===== config.mk =====
export PLATFORM = sky130hd
export DESIGN_NAME = cordic_sched
export DESIGN_NICKNAME = d
export VERILOG_FILES = /design/src/rtl/cordic_pkg.sv /design/src/rtl/cordic_rsp_fifo.sv /design/src/rtl/cordic_sched.sv
export SDC_FILE = /design/constraint.sdc
export NUM_CORES = 1
export LEC_CHECK = 0
export CAP_MARGIN = 20
export CORE_AREA = 4 4 147 149
export CTS_CLUSTER_DIAMETER = 100
export DETAILED_ROUTE_END_ITERATION = 10
export DIE_AREA = 0 0 151 153
export PLACE_DENSITY_LB_ADDON = 0.05
export SETUP_SLACK_MARGIN = 0.15
export SYNTH_ARGS = -nofsm -noshare
export SYNTH_HDL_FRONTEND = slang
export SYNTH_HIERARCHICAL = 1
export SYNTH_SLANG_ARGS = --single-unit

===== constraint.sdc =====
create_clock -name clock -period 9.3 [get_ports clock]
set_clock_uncertainty 0.15 [all_clocks]
set_input_delay 0.93 -clock clock [delete_from_list [all_inputs] [get_ports clock]]
set_output_delay 0.93 -clock clock [all_outputs]
set_load 0.05 [all_outputs]

===== src/rtl/cordic_pkg.sv =====
// Shared types and constants for the cordic_360 scheduler and its response FIFO.
// Angle codes span one full circle in FULL_CIRCLE steps.
package cordic_pkg;

  localparam int ANGLE_W     = 12;
  localparam int DATA_W      = 12;
  localparam int ID_W        = 3;
  localparam int QUARTER     = 803;
  localparam int FULL_CIRCLE = 4 * QUARTER;

  typedef struct packed {
    logic [ID_W-1:0]          id;
    logic signed [DATA_W-1:0] x;
    logic signed [DATA_W-1:0] y;
  } cordic_rsp_t;

  typedef struct packed {
    logic            valid;
    logic [ID_W-1:0] id;
  } tag_t;

  // One conditional subtraction is enough because 2*FULL_CIRCLE exceeds the 12-bit code space.
  function automatic logic [ANGLE_W-1:0] wrap_angle(input logic [ANGLE_W-1:0] a);
    return (a >= ANGLE_W'(FULL_CIRCLE)) ? a - ANGLE_W'(FULL_CIRCLE) : a;
  endfunction

endpackage


===== src/rtl/cordic_rsp_fifo.sv =====
// First-word fall-through response FIFO for cordic_sched; DEPTH must be a power of 2.
// Output data reads as zero while empty.
module cordic_rsp_fifo
  import cordic_pkg::*;
#(
  parameter int DEPTH = 8,
  localparam int AW   = $clog2(DEPTH)
) (
  input  logic        clock,
  input  logic        reset,
  input  logic        push_i,
  input  cordic_rsp_t push_data_i,
  input  logic        pop_i,
  output cordic_rsp_t pop_data_o,
  output logic [AW:0] count_o
);

  cordic_rsp_t   mem_q [DEPTH];
  logic [AW-1:0] wr_ptr_q, rd_ptr_q;
  logic [AW:0]   count_q, count_d;
  logic          do_push, do_pop;

  // A pop on a full FIFO frees the slot being written in the same cycle.
  assign do_pop  = pop_i && (count_q != '0);
  assign do_push = push_i && ((count_q != (AW+1)'(DEPTH)) || do_pop);

  always_comb begin
    count_d = count_q;
    if (do_push && !do_pop) count_d = count_q + (AW+1)'(1);
    if (do_pop && !do_push) count_d = count_q - (AW+1)'(1);
  end

  // NOTE: storage is not reset; the count and pointers alone decide what is valid,
  // and leaving the array unreset lets it map onto plain RAM.
  always_ff @(posedge clock) begin
    if (do_push) mem_q[wr_ptr_q] <= push_data_i;
  end

  always_ff @(posedge clock) begin
    if (reset) begin
      wr_ptr_q <= '0;
      rd_ptr_q <= '0;
      count_q  <= '0;
    end else begin
      if (do_push) wr_ptr_q <= wr_ptr_q + AW'(1);
      if (do_pop)  rd_ptr_q <= rd_ptr_q + AW'(1);
      count_q <= count_d;
    end
  end

  assign pop_data_o = (count_q != '0) ? mem_q[rd_ptr_q] : '0;
  assign count_o    = count_q;

endmodule


===== src/rtl/cordic_sched.sv =====
// Round-robin scheduler sharing one cordic_360 engine between N_REQ requesters.
// Optional build macro CORDIC_ANGLE_WRAP_EN folds angles >= FULL_CIRCLE back into range.
module cordic_sched
  import cordic_pkg::*;
#(
  parameter int N_REQ      = 4,
  parameter int CORDIC_LAT = 18,
  parameter int RSP_DEPTH  = 8,
  localparam int RID_W     = $clog2(N_REQ)
) (
  input  logic                       clock,
  input  logic                       reset,
  input  logic [N_REQ-1:0]           req_valid,
  input  logic [ANGLE_W*N_REQ-1:0]   req_angle,
  output logic [N_REQ-1:0]           req_ready,
  output logic                       cordic_ce,
  output logic [ANGLE_W-1:0]         cordic_angle,
  input  logic signed [DATA_W-1:0]   cordic_x,
  input  logic signed [DATA_W-1:0]   cordic_y,
  output logic                       rsp_valid,
  input  logic                       rsp_ready,
  output logic [RID_W-1:0]           rsp_id,
  output logic signed [DATA_W-1:0]   rsp_x,
  output logic signed [DATA_W-1:0]   rsp_y
);

  localparam int CRED_W   = $clog2(RSP_DEPTH + 1);
  localparam int PIPE_LEN = CORDIC_LAT + 1;
  localparam int CNT_W    = $clog2(RSP_DEPTH) + 1;

  logic [RID_W-1:0]   rr_ptr_q, rr_ptr_d;
  logic [CRED_W-1:0]  credits_q, credits_d;
  logic [ANGLE_W-1:0] cordic_angle_q, cordic_angle_d;
  tag_t               tag_q [PIPE_LEN];

  logic [N_REQ-1:0]   grant;
  logic [RID_W-1:0]   grant_idx;
  logic               issue;
  logic [ANGLE_W-1:0] angle_sel;
  logic               pop;
  logic               push;
  cordic_rsp_t        push_data, head;
  logic [CNT_W-1:0]   fifo_count;
  logic               unused_id;

  function automatic int rr_index(input logic [RID_W-1:0] base, input int offset);
    int sum;
    sum = int'(base) + offset;
    return (sum >= N_REQ) ? sum - N_REQ : sum;
  endfunction

  // NOTE: every combinational output gets a default before any branch, so no path
  // leaves a variable unassigned and no latch is inferred.
  always_comb begin
    grant     = '0;
    grant_idx = '0;
    issue     = 1'b0;
    if (!reset && (credits_q != '0)) begin
      for (int i = 0; i < N_REQ; i++) begin
        if (!issue && req_valid[rr_index(rr_ptr_q, i)]) begin
          issue                        = 1'b1;
          grant_idx                    = RID_W'(rr_index(rr_ptr_q, i));
          grant[rr_index(rr_ptr_q, i)] = 1'b1;
        end
      end
    end
  end

  always_comb begin
    angle_sel = req_angle[int'(grant_idx)*ANGLE_W +: ANGLE_W];
`ifdef CORDIC_ANGLE_WRAP_EN
    angle_sel = wrap_angle(angle_sel);
`endif
  end

  always_comb begin
    rr_ptr_d       = rr_ptr_q;
    credits_d      = credits_q;
    cordic_angle_d = cordic_angle_q;
    if (issue) begin
      rr_ptr_d       = (grant_idx == RID_W'(N_REQ - 1)) ? '0 : grant_idx + RID_W'(1);
      cordic_angle_d = angle_sel;
    end
    if (issue && !pop) credits_d = credits_q - CRED_W'(1);
    if (pop && !issue) credits_d = credits_q + CRED_W'(1);
  end

  // NOTE: registers use non-blocking assignments so every stage of the tag pipe
  // samples its predecessor's old value, giving a true shift register.
  always_ff @(posedge clock) begin
    if (reset) begin
      rr_ptr_q       <= '0;
      credits_q      <= CRED_W'(RSP_DEPTH);
      cordic_angle_q <= '0;
      for (int i = 0; i < PIPE_LEN; i++) tag_q[i] <= '0;
    end else begin
      rr_ptr_q       <= rr_ptr_d;
      credits_q      <= credits_d;
      cordic_angle_q <= cordic_angle_d;
      tag_q[0]       <= '{valid: issue, id: ID_W'(grant_idx)};
      for (int i = 1; i < PIPE_LEN; i++) tag_q[i] <= tag_q[i-1];
    end
  end

  // The tag leaves the pipe in the same cycle the engine presents the matching result.
  assign push      = tag_q[PIPE_LEN-1].valid;
  assign push_data = '{id: tag_q[PIPE_LEN-1].id, x: cordic_x, y: cordic_y};

  cordic_rsp_fifo #(
    .DEPTH(RSP_DEPTH)
  ) u_rsp_fifo (
    .clock       (clock),
    .reset       (reset),
    .push_i      (push),
    .push_data_i (push_data),
    .pop_i       (pop),
    .pop_data_o  (head),
    .count_o     (fifo_count)
  );

  assign rsp_valid    = (fifo_count != '0);
  assign pop          = rsp_valid && rsp_ready;
  assign rsp_id       = head.id[RID_W-1:0];
  assign rsp_x        = head.x;
  assign rsp_y        = head.y;
  assign unused_id    = ^head.id;

  assign req_ready    = grant;
  assign cordic_angle = cordic_angle_q;
  assign cordic_ce    = !reset;

endmodule


Word level (Yosys, flattened, before mapping)
Memories as Yosys holds them, arrays and structs flattened. A register that Yosys moved wholly into a read port is not among the register bits.
Index checks and enable logic that the tools add are counted.
{ "word_totals": {"register_bits": 28, "ram_bits": 292, "inputBits": 79, "out_inout_bits": 44, "word_cells": 165, "memories": 2} }
{ "mem_list": {"columns": ["memory", "depth", "word_bits", "rd", "rd_ports_with_merged_regs", "wr", "line", "source"], "rows": [
  ["u_rsp_fifo.mem_q", 8, 27, 1, 1, 1, "cordic_rsp_fifo.sv:18", "cordic_rsp_t mem_q [DEPTH];"],
  ["tag_q", 19, 4, 19, 0, 19, "cordic_sched.sv:34", "tag_t tag_q [PIPE_LEN];"]
]} }
{ "classes": {"n_addsub": 14, "n_mul": 1, "magnitude_cmp": 12, "n_eq_ne": 2, "n_shift": 1, "n_mux": 77, "n_bitwise": 22, "reduce_logical": 28} }
{ "op_table": {"columns": ["cell", "n"], "rows": [
  ["$ge 32x1->1 const B", 4],
  ["$lt 32x4->1 const B", 4],
  ["$mux 32", 4],
  ["$mux 4", 31],
  ["$shiftx 48x7->12", 1],
  ["$mux 26", 1],
  ["$mux 1", 25],
  ["$or 1x1->1", 19],
  ["$logic_and 1x1->1", 15],
  ["$mux 2", 6],
  ["$or 4x4->4", 3],
  ["$sub 3x3->4 const B", 3],
  ["$ge 3x3->1 const B", 3],
  ["$add 4x1->4 const B", 2],
  ["$bmux 1 s2", 4],
  ["$demux 1 s2", 4],
  ["$logic_not 1->1", 8],
  ["$reduce_bool 4->1", 2],
  ["$sub 4x1->4 const B", 2],
  ["$add 2x2->3 const B", 2],
  ["$add 3x1->3 const B", 2],
  ["$mux 3", 2],
  ["$mul 2x2->4 const B", 1],
  ["$ne 4x4->1 const B", 1],
  ["other kinds (7)", 8]
]} }

Logic depth before layout (Yosys ltp)
Gate-level depths: netlist of the first run.
{ "depth": {"ltp_word": 22, "ltp_mapped": 12} }

Hierarchy
Netlist of the first run, hierarchy kept.
{ "modules_own_cells": {"columns": ["mod", "n_inst", "cells_each", "area_each_um2", "seq_area_each_um2"], "rows": [
  ["cordic_rsp_fifo", 1, 423, 8938.6, 6746.5],
  ["cordic_sched", 1, 283, 3140.5, 1501.4]
]} }

Worst setup path after synthesis of the first run
Ideal clock, no wire load.
{ "synth_timing": {"path_type": "register -> register", "from": "register u_rsp_fifo.count_q[2] (netlist: u_rsp_fifo/count_o[2])", "to": "memory u_rsp_fifo/mem_q[0][0] in the netlist's numbering, enable pin", "setup_time_ns": 0.479, "arrival_time_ns": 4.178, "slack_ns": 4.493, "path_stages_with_launch": 6, "synth_period_minus_slack_ns": 4.807, "cell_sequence": "dfxtp_1 -> or4_1 -> and2_1 -> or2b_1 -> o21ai_4 -> nor4_1"} }
{ "synth_between": {"elab_chain_len": 7} }
{ "synth_lines": {"columns": ["item", "line", "source"], "rows": [
  ["start: declaration", "cordic_rsp_fifo.sv:20", "logic [AW:0] count_q, count_d;"],
  ["start signal: assignment", "cordic_rsp_fifo.sv:47", "count_q <= count_d;"],
  ["$reduce_bool 4->1", "cordic_sched.sv:121", "assign rsp_valid = (fifo_count != '0);"],
  ["via rsp_valid", "cordic_sched.sv:20", "output logic rsp_valid,"],
  ["$logic_and 1x1->1", "cordic_sched.sv:122", "assign pop = rsp_valid && rsp_ready;"],
  ["via pop", "cordic_sched.sv:40", "logic pop;"],
  ["$logic_and 1x1->1", "cordic_rsp_fifo.sv:24", "assign do_pop = pop_i && (count_q != '0);"],
  ["$logic_or 1x1->1", "cordic_rsp_fifo.sv:25", "assign do_push = push_i && ((count_q != (AW+1)'(DEPTH)) || do_pop);"],
  ["$logic_and 1x1->1", "cordic_rsp_fifo.sv:25", null],
  ["$mux 1", "cordic_rsp_fifo.sv:36", "if (do_push) mem_q[wr_ptr_q] <= push_data_i;"],
  ["$mux 1 (not written as such)", "cordic_rsp_fifo.sv:36", null],
  ["end: declaration", "cordic_rsp_fifo.sv:18", null]
]} }
The timed path passes the listed nets, and every way through them passes these cells.

Final worst setup path of the first run
{ "layout_timing": {"from": "register rr_ptr_q[0]", "to": "output req_ready[0]"} }
{ "layout_between": {"elab_chain_len": 19} }
{ "layout_lines": {"columns": ["item", "line", "source"], "rows": [
  ["start: declaration", "cordic_sched.sv:31", "logic [RID_W-1:0] rr_ptr_q, rr_ptr_d;"],
  ["start signal: assignment", "cordic_sched.sv:97", "rr_ptr_q <= rr_ptr_d;"],
  ["branches (longest 17 deep; another with $ge 32x1->1)", null, null],
  ["$mux 4 *", "cordic_sched.sv:60", "if (!issue && req_valid[rr_index(rr_ptr_q, i)]) begin"],
  ["$mux 4 *", "cordic_sched.sv:58", "if (!reset && (credits_q != '0)) begin"],
  ["end: declaration", "cordic_sched.sv:15", "output logic [N_REQ-1:0] req_ready,"]
]} }
Mark *: on every way between the ends. The select of a mux whose other input is x is not followed.

==> key figures, run 1 <==
Place
  – Gp weighted congestion: around 0.84
  – Place WS: approximately 4500 ps
  – HPWL after DPL: between 10 and 15 mm
  – Area post-placement: approximately 13000 um2
  – Number of buffers added on ports: around 120

Outcome
  – Run status: complete, no violations

CTS
  – CTS tree: yes
  – Clk_lat worst skew: ~520 ps
  – Hold-fix buffers, CTS: 0
  – Num CTS Buffers: 28
  – Clock Sinks: 296
  – H-tree level count: 1
  – Clk slew on worst S/H paths: ~60 ps
  – Post_cts resized: 0
  – Postcts setup bufs: 0
  – Clk buf depth: 3
  – Root Buffer: clkbuf_16

Timing
  – Final setup fails: 0
  – Hold Violations, Final: 0
  – Slew Limit Fails: 0
  – Fmax: about 190 MHz
  – Worst Tran Pin Value: around 1000 ps
  – Setup TNS: 0 ps
  – Slew headroom: 0.2993
  – Worst setup margin: around 4000 ps
  – Final min period: 5235 ps
  – RSZ-0062 raised after global routing: no
  – Period Utilization, post-route: 0.5629

Power
  – Design Power: 3.131 mW
  – Logic pwr share: 0.174
  – P_leak: approximately 4.6 nW
  – Internal power: about 2.3 mW
  – Worst VDD drop: between 200 and 250 uV
  – P per Cell Area: ~220 nW/um2
  – Switching Share: 0.2584
  – Portion of total power attributed to sequential cells: 0.475
  – P_sw: slightly above 0.8 mW
  – Clock power share: 0.351

Global routing
  – Vias in the first global route: around 6700
  – Tot GR Track Use: 0.1951
  – Gr ovfl total: 0
  – Largest net degree at the start of global routing: 74
  – Antenna violations before repair: 0
  – First-pass GRT wire length: ~36 mm

Cells and area
  – Layout Nets: 911
  – Fillers: between 1000 and 1500
  – Util after Layout: 0.7015
  – Layout area overhead: 20.14%
  – Fin area: about 14000 um2
  – Share of cells above drive strength 1: 0.1798
  – # diodes: 0

Synthesis
  – Post-Syn Area: roughly 12000 um2
  – Mapped Nets: between 700 and 800
  – Ys Warns: 6
  – Post-Synthesis Cells: just under 700
  – Post-Synthesis Mean Instance Area: 16.99 um2

Floorplanning
  – Initial Util: 0.5839
  – I/O Pins: 123
  – Rows: 52
  – Die Y: about 150 um
  – DIE AREA: 23100 um2
  – Die width: roughly 150 um
  – Core Footprint: 20170 um2

Route
  – DRC: 0
  – Drt via density: 5.677
  – Initial DRC Count: between 300 and 400
  – TritonRoute pass-1 iters: 5
  – Via count: ~6300
  – WL per Instance: 19.90 um
  – Post-DRT Antenna Nets: 0
  – Routed WL: ~22 mm

Setup path
  – Worst EP arrival: around 4200 ps
  – Critical path required time: 8220 ps
  – Critical path class: reg2out
  – Nature of the critical path endpoint: primary output
  – Startpoint Class: flip-flop
  – Max FO, Critical Path: 16

Min path
  – Worst hold path type: reg2reg

Job
  – Max Cap Viol: 0
[per-stage QoR]
stage	hold WS, ps	cells
2_1_floorplan	263.8	693
3_3_place_gp	270.0	1057
3_5_place_dp	275.8	1057
4_1_cts	287.2	1108
5_1_grt	302.8	1110
6_report	286.2	1110
[power groups by stage]
| stage | Combinational, mW | Sequential (mW) | Clock, mW |
|---|---|---|---|
| after floorplan | 0.344 | 1.59 | 0 |
| after global placement | 0.525 | 1.51 | 0 |
| after detailed placement | 0.540 | 1.51 | 0 |
| after CTS | 0.542 | 1.49 | 1.13 |
| after global routing | 0.583 | 1.49 | 1.19 |
| final | 0.544 | 1.49 | 1.10 |
[state kept, by name, summed over array words and instances, names as in the netlist, named ones only]
| register | count |
|---|---|
| u_rsp_fifo/rd_ptr_q | 3 |
| u_rsp_fifo/count_o | 4 |
| u_rsp_fifo/wr_ptr_q | 3 |
| tag_q | 57 |
| u_rsp_fifo/mem_q | 208 |
| credits_q | 4 |
| cordic_angle | 12 |
| rr_ptr_q | 2 |
[worst max-delay path, stage by stage, from the launching register on]
cell	delay, ps
dfxtp_1	790
inv_1	190
ha_1	460
or3b_1	420
a2111oi_0	420
nand2b_1	300
a221oi_1	140
nor2_1	110
clkdlybuf4s50_1	810
[path summary, 6_finish.rpt]
path                             startpoint              end  slack [ps]  cells after the start
worst max-delay path            rr_ptr_q[0]     req_ready[0]        4060                      8
worst min register to register  tag_q[4][0]      tag_q[5][0]         290                      1
worst max register to register  rr_ptr_q[0]  cordic_angle[9]        5510                      8
worst min-delay path            tag_q[4][0]      tag_q[5][0]         290                      1
[placed cells by master, fill, tap and decap left out, drive strengths merged, types with 3 or more instances in the layout]
cell,n
buf,15
a22oi,5
nor4,5
xnor2,6
nand3,4
nand3b,3
nand2b,4
nand2,4
nor3b,3
ha,11
nor2b,56
nor3,6
clkdlybuf4s50,121
clkbuf,42
a211oi,3
edfxtp,208
a21oi,18
o211ai,3
dfxtp,88
inv,10
xor2,5
o21ai,5
mux2i,54
clkinv,6
nor2,58
a221oi,17
mux4,55
[area by class of cell]
class / count / area [um2] / share of cell area
Sequential cell: 296 / 8014 / 0.5664
Multi-Input combinational cell: 349 / 3507 / 0.2479
Timing Repair Buffer: 136 / 1334 / 0.09427
Clock buffer: 42 / 875.8 / 0.06190
Tap cell: 270 / 337.8 / 0.02388
Clock inverter: 9 / 50.05 / 0.003537
Inverter: 8 / 30.03 / 0.002122
[layer usage]
layer / vias to the layer above / share of wire / global-route usage
met5: - / 0 / 0
met4: 0 / 0.012 / 0.04188
met3: 22 / 0.051 / 0.03465
met2: 188 / 0.52 / 0.3348
met1: 3179 / 0.42 / 0.2632
li1: 2913 / - / -
Note: power is estimated with default switching activity, not from simulation.
==> inputs of run 2 (changes only) <==
CORE_AREA = 4 4 151 153   (was 4 4 147 149)
DIE_AREA = 0 0 155 157   (was 0 0 151 153)
clock period = 5.2 ns   (was 9.3 ns; I/O delays follow)
==> key figures, run 2 (synthesis results as in run 1) <==
Outcome
  – Run status: complete, no violations (unchanged)

Route
  – Via count: 6253 (was 6302)
  – DRC: 0 (unchanged)
  – Initial DRC Count: 332 (was 323)
  – Drt via density: 5.593 (was 5.677)
  – WL per Instance: 19.92 um (was 19.90 um)
  – TritonRoute pass-1 iters: 4 (was 5)
  – Routed WL: 22.27 mm (was 22.09 mm)
  – Post-DRT Antenna Nets: 0 (unchanged)

Setup path
  – Worst R2R Setup Slack: 1640 ps (was 5510 ps)
  – Startpoint Class: flip-flop (unchanged)
  – Max FO, Critical Path: 16 (unchanged)
  – Critical path required time: 4530 ps (was 8220 ps)
  – Worst flop-to-flop path startpoint: rr_ptr_q[0] (unchanged)
  – Critical path class: reg2out (unchanged)
  – R2R cell count: 8 (unchanged)
  – Nature of the critical path endpoint: primary output (unchanged)
  – Critical R2R Capture: cordic_angle[0] (was cordic_angle[9])
  – Worst EP arrival: 3890 ps (was 4160 ps)

Timing
  – Worst Tran Pin Value: 1100 ps (was 1050 ps)
  – Final min period: 4562 ps
  – Setup TNS: 0 ps (unchanged)
  – Fmax: roughly 220 MHz
  – RSZ-0062 raised after global routing: no (unchanged)
  – Slew Limit Fails: 0 (unchanged)
  – Slew headroom: 0.2638 (was 0.2993)
  – Hold Violations, Final: 0 (unchanged)
  – Period Utilization, post-route: 0.8773
  – Worst setup margin: 638.0 ps (was 4065 ps)
  – Final setup fails: 0 (unchanged)

Place
  – Number of buffers added on ports: 122 (unchanged)
  – Place WS: 944.1 ps (was 4503 ps)
  – HPWL after DPL: 12.93 mm (was 13.03 mm)
  – Gp weighted congestion: 0.8256 (was 0.8440)

Power
  – Clock power share: 0.353 (was 0.351)
  – Worst VDD drop: 324.0 uV (was 206.0 uV)
  – Portion of total power attributed to sequential cells: 0.474 (was 0.475)
  – P per Cell Area: 396.6 nW/um2 (was 221.3 nW/um2)
  – P_sw: 1.461 mW (was 0.8091 mW)
  – Switching Share: 0.2601 (was 0.2584)
  – P_leak: 4.638 nW (was 4.644 nW)
  – Logic pwr share: 0.173 (was 0.174)
  – Internal power: 4.156 mW (was 2.322 mW)

Cells and area
  – Layout area overhead: 20.27% (was 20.14%)
  – Max reg flops: 208 (unchanged)
  – Commonest cells after routing, fill and taps aside: 208 x edfxtp_1, 121 x clkdlybuf4s50_1, 84 x dfxtp_1 (was 208 x edfxtp_1, 121 x clkdlybuf4s50_1, 85 x dfxtp_1)
  – Share of cells above drive strength 1: 0.1790 (was 0.1798)
  – Most flops, register: u_rsp_fifo/mem_q (unchanged)
  – Commonest non-fill, non-tap cell in the layout: edfxtp_1 (unchanged)
  – # diodes: 0 (unchanged)
  – Layout Nets: 908 (was 911)

Floorplanning
  – Core Footprint: 21550 um2 (was 20170 um2)
  – Initial Util: 0.5464 (was 0.5839)
  – Die width: 155 um (was 151 um)
  – Rows: 54 (was 52)
  – I/O Pins: 123 (unchanged)
  – Die Y: 157 um (was 153 um)
  – DIE AREA: 24340 um2 (was 23100 um2)

Global routing
  – Antenna violations before repair: 0 (unchanged)
  – First-pass GRT wire length: 35.87 mm (was 35.81 mm)
  – Tot GR Track Use: 0.1868 (was 0.1951)
  – Vias in the first global route: 6670 (was 6739)
  – Gr ovfl total: 0 (unchanged)
  – Largest net degree at the start of global routing: 73 (was 74)

CTS
  – Clock Sinks: 296 (unchanged)
  – Root Buffer: clkbuf_16 (unchanged)
  – Postcts setup bufs: 0 (unchanged)
  – H-tree level count: 1 (unchanged)
  – Clk_lat worst skew: 530 ps (was 520 ps)
  – Clk buf depth: 3 (unchanged)
  – Num CTS Buffers: 29 (was 28)
  – CTS tree: yes (unchanged)
  – Hold-fix buffers, CTS: 0 (unchanged)
  – Clk slew on worst S/H paths: 60 ps (about the same)

Job
  – Max Cap Viol: 0 (unchanged)

Min path
  – Endpoint, Worst Hold: tag_q[1][1] (was tag_q[5][0])
  – Worst hold path type: reg2reg (unchanged)
  – Hold Startpoint: tag_q[0][1] (was tag_q[4][0])
  – Hold path cells: 1 (unchanged)
run 2: changes by cell type in the layout (fill, tap and decap cells not counted), sizes merged:
cell and delta:
buf -4, clkbuf +2, clkinvlp -1, inv +1
run 2: layout make-up:
class | instances | area (um2)
clock buffer | 44 | 877.1
clock inverter | 9 | 57.56
fill | 1483 | 7390
inverter | 8 | 30.03
multi-input combinational | 349 | 3522
sequential | 296 | 8015
tap | 280 | 350.3
timing repair buffer | 132 | 1311
run 2: layer usage:
metal / track usage / up-vias / share of wire
met3: 0.03464 / 22 / 0.055
met4: 0.04500 / 0 / 0.013
met5: 0 / - / 0
met2: 0.3315 / 184 / 0.51
met1: 0.2405 / 3133 / 0.42
li1: - / 2914 / -
run 2: per-stage QoR:
| step | util | hold slack (ps) | total power, mW | std cells | area (um2) |
|---|---|---|---|---|---|
| after global routing | 0.6571 | 304.2 | 5.865 | 1118 | 14160 |
| after CTS | 0.6555 | 290.0 | 5.664 | 1116 | 14130 |
| after floorplan | - | 263.8 | 3.453 | 693 | 11780 |
| final | 0.6571 | 286.7 | 5.617 | 1118 | 14160 |
| after detailed placement | 0.6121 | 274.5 | 3.673 | 1063 | 13190 |
| after global placement | 0.6121 | 270.0 | 3.651 | 1063 | 13190 |
run 2: critical path: stages (launching register included):
cell             delay (ps)
dfxtp_2                 560
inv_1                   140
ha_1                    430
or3b_1                  420
a2111oi_0               420
nand2b_1                300
a221oi_1                140
nor2_1                  120
clkdlybuf4s50_1         830
run 2: worst max-delay path by stage:
stage | depth (start not counted) | startpoint | slack (ps) | endpoint
after floorplan | 5 | u_rsp_fifo/count_o[2] | 490 | u_rsp_fifo/mem_q[0][0]
after global placement | 8 | rr_ptr_q[0] | 1200 | req_ready[2]
after detailed placement | 8 | rr_ptr_q[0] | 940 | req_ready[0]
after CTS | 8 | rr_ptr_q[0] | 350 | req_ready[0]
after global routing | 8 | rr_ptr_q[0] | 450 | req_ready[0]
final | 8 | rr_ptr_q[0] | 640 | req_ready[0]
run 2: power by group through the flow:
stage,clock [mW],sequential (mW),combinational [mW]
floorplan,0,2.84,0.616
global placement,0,2.71,0.944
CTS,2.03,2.66,0.972
finish,1.98,2.66,0.971
global route,2.14,2.67,1.05
detailed placement,0,2.71,0.967
run 2: timing repair:
item                                   CTS  global route
setup endpoints to repair                0             1
gates resized for setup                  0             1
endpoints found under the hold margin    0             0
==> edit, RTL diff (flow settings as in run 1) <==
`N_REQ`: 4 -> 8.
--- a/src/rtl/cordic_sched.sv
+++ b/src/rtl/cordic_sched.sv
@@ -3,7 +3,7 @@
 module cordic_sched
   import cordic_pkg::*;
 #(
-  parameter int N_REQ      = 4,
+  parameter int N_REQ      = 8,
   parameter int CORDIC_LAT = 18,
   parameter int RSP_DEPTH  = 8,
   localparam int RID_W     = $clog2(N_REQ)
Interface: changed (resized req_angle, req_ready, req_valid and rsp_id); port bits go from 123 to 180. The function was not compared with the original's and may differ.
==> edit against run 1 <==
  * Sequential cell count rose by 28
  * Area after synthesis up 18%
  * Register-to-register slack worse by 2.0 ns
  * Final area increased by 20%
  * Setup slack worse by 2.0 ns
  * Maximum frequency is 28% lower
  * Global-route usage increased by 11 points
  * Wire length increased by 64%
Power is not compared: it rests on default switching activity, and its combinational part moved more than twofold at a synthesized area within 25%.
==> edit: results (changes against run 1) <==
Final layout
  – Largest register FFs: 216 (+3.8%)
  – Layout cell share with drive strength beyond 1: 0.174 (-0.00561)
  – Filler instances: 927 (-29%)
  – Largest register by flop count: u_rsp_fifo/mem_q
  – Nets: 1,217 (+34%)

Place
  – DPL Wire Length: 19,900 µm (+53%)
  – # port buffers: 179 (+47%)
  – Final GP Congestion: 0.888 (+5.2%)

Clocking
  – Post-CTS Repair Setup Buffers: 0 (unchanged)
  – Clock Path Buffers: 3 (unchanged)
  – Worst skew pair latency: 0.58 ns (+0.06 ns)
  – Clk pin slew, worst setup/hold paths: 0.06 ns (about the same)
  – Root buf cell: clkbuf_16
  – CTS HTree Levels: 1 (unchanged)
  – Cts bufs inserted: 31 (+11%)
  – CTS Hold Bufs: 0 (unchanged)

Synthesis
  – Synth Warn #: 6 (unchanged)
  – Post-synth top cells: edfxtp_1, dfxtp_1, mux2i_1, nor2b_1, mux4_2
  – Most used DFF post-synth: edfxtp_1
  – Mapped Nets: 1,037 (+32%)
  – Post-synthesis cell type count: 68

Global route
  – GRT Resource Usage Total: 0.305 (+0.110)
  – Largest net degree at the start of global routing: 91 (+23%)
  – Initial antenna violation count: 5 (+5)
  – Number of global-route vias before repair: 9,084 (+35%)
  – First-pass GRT wire length: 53,200 µm (+49%)

Drt
  – Total number of vias: 8,794 (+40%)
  – Initial DRC count: 761 (+140%)
  – Routed WL per cell: 26.5 µm (+33%)

Power and ir drop
  – Static leakage: 5.68 nW

Timing
  – Actual slew at the worst max-slew pin: 1.04 ns (-0.0109 ns)

Worst setup path
  – Crit-path max FO: 18 (+2)
  – Data arrival, critical path: 6.19 ns (+2.03 ns)

Status
  – Status: finished, final reports clean
-- edit: path summary, 6_finish.rpt --
path	depth (start not counted)	end	startpoint	slack, ns
worst max-delay path	10	req_ready[4]	rr_ptr_q[1]$_SDFFE_PP0P_	2.03
worst min-delay path	1	tag_q[18][3]$_SDFF_PP0_	tag_q[17][3]$_SDFF_PP0_	0.28
worst max register to register	11	cordic_angle[8]$_SDFFE_PP0P_	rr_ptr_q[1]$_SDFFE_PP0P_	3.55
worst min register to register	1	tag_q[18][3]$_SDFF_PP0_	tag_q[17][3]$_SDFF_PP0_	0.28
-- edit: worst max-delay path, cell delays in order (launching register included) --
cell	delay (ns)
dfxtp_1	0.91
inv_1	0.39
ha_1	0.65
mux4_2	0.66
mux2_2	0.32
or3_4	0.42
or4_4	0.59
o22ai_1	0.28
mux2i_1	0.17
a221oi_1	0.36
clkdlybuf4s50_1	0.89
-- edit: power by group --
| group | switching (mW) | total, mW | internal [mW] |
|---|---|---|---|
| logic | 0.712 | 1.24 | 0.530 |
| registers | 0.0436 | 1.62 | 1.58 |
| clock network | 0.543 | 1.27 | 0.727 |
-- edit: cells by family after synthesis --
logic type               synth area share
flip-flops                          0.621
AND/OR/NAND/NOR                    0.0784
multiplexers                        0.196
AO/OA/AOI/OAI                      0.0536
buffers and inverters              0.0236
adder cells (fa/ha/maj)            0.0182
XOR/XNOR                          0.00881
-- edit: layout make-up --
type	count	share of cell area
well taps	270	0.0198
flip-flops and latches	324	0.508
clock inverters	17	0.00896
repair buffers	197	0.114
inverters	13	0.00287
diodes	4	0.000588
clock buffers	40	0.0518
multi-input cells	500	0.293
-- edit: per-stage QoR --
stage	setup WS, ns	cells	utilization	cell area [µm²]	hold slack, ns
floorplan	3.33	887	-	13900	0.264
global placement	2.90	1302	0.790	15900	0.266
detailed placement	2.75	1302	0.790	15900	0.273
CTS	2.13	1359	0.842	17000	0.292
global route	1.81	1362	0.844	17000	0.306
finish	2.03	1365	0.844	17000	0.284
-- edit: metal layers --
layer | up-vias | wire length, µm | global-route usage
met5 | - | 13 | 0
met4 | 2 | 1160 | 0.0993
met3 | 79 | 3840 | 0.0764
met2 | 594 | 19100 | 0.540
met1 | 4308 | 12000 | 0.363
li1 | 3811 | - | -
